==> src/rtl/regfile_write_port.sv <==
// Register-file write port: in-order request queue draining one registered one-hot write per cycle.
// Define REGFILE_WRITE_PORT_BYPASS_EN to build the in-flight bypass lookup (byp_hit/byp_data).
module regfile_write_port #(
   parameter int DEPTH  = 2,
   parameter int DATA_W = 32,
   parameter int ADDR_W = 5
) (
   input  logic                     clock,
   input  logic                     reset,
   input  logic                     in_valid,
   output logic                     in_ready,
   input  logic [ADDR_W-1:0]        in_addr,
   input  logic [DATA_W-1:0]        in_data,
   input  logic                     hold,
   output logic [(1<<ADDR_W)-1:0]   we,
   output logic [DATA_W-1:0]        wd,
   output logic [(1<<ADDR_W)-1:0]   pending,
   input  logic [ADDR_W-1:0]        byp_addr,
   output logic                     byp_hit,
   output logic [DATA_W-1:0]        byp_data
);

   localparam int NREG  = 1 << ADDR_W;
   localparam int PTR_W = $clog2(DEPTH);
   localparam int CNT_W = PTR_W + 1;

   logic [ADDR_W-1:0] addr_mem [DEPTH];
   logic [DATA_W-1:0] data_mem [DEPTH];

   logic [PTR_W-1:0]  head_reg;
   logic [PTR_W-1:0]  tail_reg;
   logic [CNT_W-1:0]  count_reg;
   logic [NREG-1:0]   we_reg;
   logic [DATA_W-1:0] wd_reg;

   logic              push;
   logic              pop;
   logic [DEPTH-1:0]  entry_valid;
   logic [NREG-1:0]   entry_onehot [DEPTH];

   assign in_ready = (count_reg != CNT_W'(DEPTH));
   // Address 0 is handshaken but never enqueued.
   assign push     = in_valid && in_ready && (in_addr != '0);
   assign pop      = (count_reg != '0) && !hold;

   assign we = we_reg;
   assign wd = wd_reg;

   always_ff @(posedge clock or negedge reset) begin
      if (!reset) begin
         head_reg  <= '0;
         tail_reg  <= '0;
         count_reg <= '0;
         we_reg    <= '0;
         wd_reg    <= '0;
      end else begin
         if (push)
            tail_reg <= tail_reg + PTR_W'(1);
         if (pop)
            head_reg <= head_reg + PTR_W'(1);
         case ({push, pop})
            2'b10:   count_reg <= count_reg + CNT_W'(1);
            2'b01:   count_reg <= count_reg - CNT_W'(1);
            default: count_reg <= count_reg;
         endcase
         if (pop) begin
            we_reg <= NREG'(1) << addr_mem[head_reg];
            wd_reg <= data_mem[head_reg];
         end else begin
            we_reg <= '0;
         end
      end
   end

   // Storage needs no reset: validity comes from head/count only.
   always_ff @(posedge clock) begin
      if (push) begin
         addr_mem[tail_reg] <= in_addr;
         data_mem[tail_reg] <= in_data;
      end
   end

   generate
      for (genvar gi = 0; gi < DEPTH; gi++) begin : g_entry
         logic [PTR_W-1:0] offset;
         assign offset          = PTR_W'(gi) - head_reg;
         assign entry_valid[gi] = ({1'b0, offset} < count_reg);
         assign entry_onehot[gi] = entry_valid[gi] ? (NREG'(1) << addr_mem[gi]) : '0;
      end
   endgenerate

   always_comb begin
      pending = we_reg;
      for (int i = 0; i < DEPTH; i++)
         pending = pending | entry_onehot[i];
   end

`ifdef REGFILE_WRITE_PORT_BYPASS_EN
   // Lowest priority first (we/wd stage, then oldest to newest) so the newest match wins.
   always_comb begin
      logic [PTR_W-1:0] idx;
      byp_hit  = 1'b0;
      byp_data = '0;
      idx      = '0;
      if (byp_addr != '0) begin
         if (we_reg[byp_addr]) begin
            byp_hit  = 1'b1;
            byp_data = wd_reg;
         end
         for (int k = 0; k < DEPTH; k++) begin
            idx = head_reg + PTR_W'(k);
            if ((CNT_W'(k) < count_reg) && (addr_mem[idx] == byp_addr)) begin
               byp_hit  = 1'b1;
               byp_data = data_mem[idx];
            end
         end
      end
   end
`else
   logic unused_byp;
   assign unused_byp = ^byp_addr;
   assign byp_hit    = 1'b0;
   assign byp_data   = '0;
`endif

endmodule
==> config.mk <==
export PLATFORM = sky130hd
export DESIGN_NAME = regfile_write_port
export DESIGN_NICKNAME = d
export VERILOG_FILES = /design/src/rtl/regfile_write_port.sv
export SDC_FILE = /design/constraint.sdc
export NUM_CORES = 1
export LEC_CHECK = 0
export ABC_AREA = 1
export CAP_MARGIN = 20
export CORE_ASPECT_RATIO = 1.5
export CORE_MARGIN = 2
export CORE_UTILIZATION = 40
export DETAILED_ROUTE_END_ITERATION = 10
export DONT_BUFFER_PORTS = 1
export PLACE_DENSITY = 0.52
export REMOVE_ABC_BUFFERS = 1
export SLEW_MARGIN = 15
export SYNTH_ARGS = -nofsm -noshare
export SYNTH_HDL_FRONTEND = slang
export SYNTH_SLANG_ARGS = --single-unit
==> constraint.sdc <==
create_clock -name clock -period 5.3 [get_ports clock]
set_clock_uncertainty 0.1 [all_clocks]
set_input_delay 1.325 -clock clock [delete_from_list [all_inputs] [get_ports clock]]
set_output_delay 1.325 -clock clock [all_outputs]
set_load 0.005 [all_outputs]
==> results.md <==
* Status: finished, final reports clean
* Min Tclk post-route at 4.03 ns
* Final worst slack at 1.27 ns
* Antenna viol nets, final at 0
* Max incr delay on CP at ~1 ns
* Via count at 4147
* Cell breakdown of the critical path: nand2_1 -> a21oi_2 -> nand2_1 -> nand3_1
* Top delay family on crit path: flip-flops
* Setup Buffers After CTS at 0
* # H-tree levels at 4
* # clock sinks at 142
* Max reg flops at 64
* Number of max-cap violations at 0
* Core Box Area at 15500 um2
* RSZ-0062 raised after global routing: false
* Via-to-Cell Ratio at 4.97
* Clock-pin transition on the worst setup and hold timing paths at 0.06 ns
* Root Driver: clkbuf_16
* # resized after CTS at 0
* ANT cells at 0
* Router iterations before antenna repair at 4
* Dpl ws at 1.73 ns
* Area growth, synth to finish at 9.80%
* CTS tree: built
* Startpoint types: register
* Clk_lat worst skew at 0.41 ns
* Slew @ Worst Pin at 0.958 ns
* Initial antenna violation count at 0
* Yosys reg bits at roughly 140
* Leakage at 2.88 nW
* Most common cell after layout, fill and taps aside: nand2_1
* Die area at 16700 um2
* Starting Density at 0.403
* Synth Instances at 621
* Gr usage total at 0.180
* Drt drc at 0
* Pin count of the biggest net entering global routing at 69
* Post-synthesis cell type count at 31
* Synth area leaders: edfxtp_1 (36%), dfrtp_1 (27%), nand2_1 (9.6%)
* Hold Slack at 0.371 ns
* Clk buf depth at 2
* FILL cells at 1430
* Critical Path Sink Type: primary output
* DP Wirelength at 9.59 mm
* Die W at about 110 um
* Worst slew margin at 0.360
* Final setup viols at 0
* Area leader, netlist: edfxtp_1
* PD cells at approximately 550 nW/um2
* Max-slew violation count at 0
* HP Class: reg2reg
* Layout cells sized above 1 at 0.124
* Max frequency at between 200 and 250 MHz
* CP required at 3.88 ns
* Total overflow reported by the global router at 0
* Routed wire length at 14.6 mm
* Fin crit share at 0.759
* Port Buffer Count at 0
* Crit-path max FO at 44
* Most common cell on crit path: nand2_1
* Top cell type's share of synthesized area at 0.356
* Drt wl/cell at ~18 um
* Height of the die at 157 um
* Cell Area, Placed at approximately 6300 um2
* Ys Warns at 0
* Register area share after synthesis at 0.628
* Worst VDD drop at between 200 and 300 uV
* Final Hold Fails at 0
* Final net count at 665
* Critical Path AT at 2.60 ns
* CTS Buf Count at 17
* Rows at 56
* Slowest stage cell, crit path: dfrtp_2
* GPL Wtd Cong at 0.861
* Post-synthesis cell area at 6250 um2
* Io pins at between 150 and 200
* First-pass GRT wire length at 22.6 mm
* Critical path buffers and inverters at 0
* Most frequent cells in the layout: nand2_1 (159), edfxtp_1 (74), nor2_1 (69)
* Vias in the first global route at 4292
* Post-CTS Hold Buffers at 0
* Starting DRC count in detailed routing at 337
* Critical path type: reg2out
* Setup TNS at 0 ns
* Avg Cell Area, Syn at 10.1 um2
* Final instance area at 6860 um2
[metal layers]
| metal | share of wire | track usage | vias up |
|---|---|---|---|
| met4 | 0.015 | 0.0689 | 0 |
| li1 | - | - | 1958 |
| met2 | 0.55 | 0.335 | 186 |
| met3 | 0.077 | 0.0571 | 17 |
| met1 | 0.36 | 0.188 | 1986 |
| met5 | 0 | 0 | - |
[cells in the mapped netlist]
cell and count:
o21bai_4 1, nand4_1 4, edfxtp_1 74, a21oi_2 1, a21boi_2 1, xor2_1 2, dfrtp_1 68, buf_1 3
or2_2 33, nand2_2 1, buf_6 2, a21boi_0 1, o211ai_1 32, nor2_2 2, buf_2 9, clkbuf_1 7
nor2_1 70, conb_1 1, a21oi_1 4, ha_1 1, xnor2_1 1, clkinv_1 2, inv_1 41, nand2_1 159
or2_1 1, clkbuf_2 1, o21ai_0 1, buf_4 36, inv_2 2, nand3_1 59, nand3b_1 1
[worst register-to-register path, delay by kind of cell (launching register included)]
kind,cells,cell delay [ns]
simple gates,2,0.93
flops,1,0.52
buf+inv,2,0.42
compound gates,1,0.26
[metrics by stage]
step / instances / total power (W) / util
final: 834 / 0.00374 / 0.443
after detailed placement: 802 / 0.00262 / 0.405
after CTS: 834 / 0.00379 / 0.443
after floorplan: 595 / 0.00228 / -
after global placement: 802 / 0.00260 / 0.405
after global routing: 834 / 0.00398 / 0.443
[path summary, 6_finish.rpt]
kind / from / end / slack, ns / depth (start not counted)
min in group asynchronous: reset / we[13] / 0.50 / 0
max in group asynchronous: reset / head_reg / 4.45 / 0
worst min-delay path: tail_reg / tail_reg / 0.37 / 2
worst max-delay path: head_reg / pending[3] / 1.27 / 4
worst min register to register: tail_reg / tail_reg / 0.37 / 2
worst max register to register: count_reg[0] / data_mem[1][17] / 2.77 / 5
[where the power goes]
| group | total [W] | switching, W | internal (W) |
|---|---|---|---|
| clock | 0.00116 | 0.000496 | 0.000665 |
| sequential | 0.00171 | 0.000245 | 0.00147 |
| combinational | 0.000868 | 0.000610 | 0.000257 |
[cell families (layout without fill, tap and decap cells)]
family	after synthesis	in the layout	synth area share
and+or+nand+nor	330	330	0.227
buffers and inverters	103	81	0.0879
DFF	142	142	0.628
adders and majority gates	1	1	0.00200
xor gates and xnor gates	3	3	0.00421
other	1	33	0.000600
AOI/OAI and AO/OA	41	41	0.0499
[cell type report]
| type | count | area [um2] | area share |
|---|---|---|---|
| sequential | 142 | 3930 | 0.572 |
| multi-input combinational | 408 | 1900 | 0.277 |
| clock buffer | 18 | 429 | 0.0626 |
| tap | 203 | 254 | 0.0370 |
| inverter | 45 | 169 | 0.0246 |
| clock inverter | 14 | 150 | 0.0219 |
| timing repair buffer | 4 | 30.0 | 0.00438 |
(Power assumes the default switching activity.)
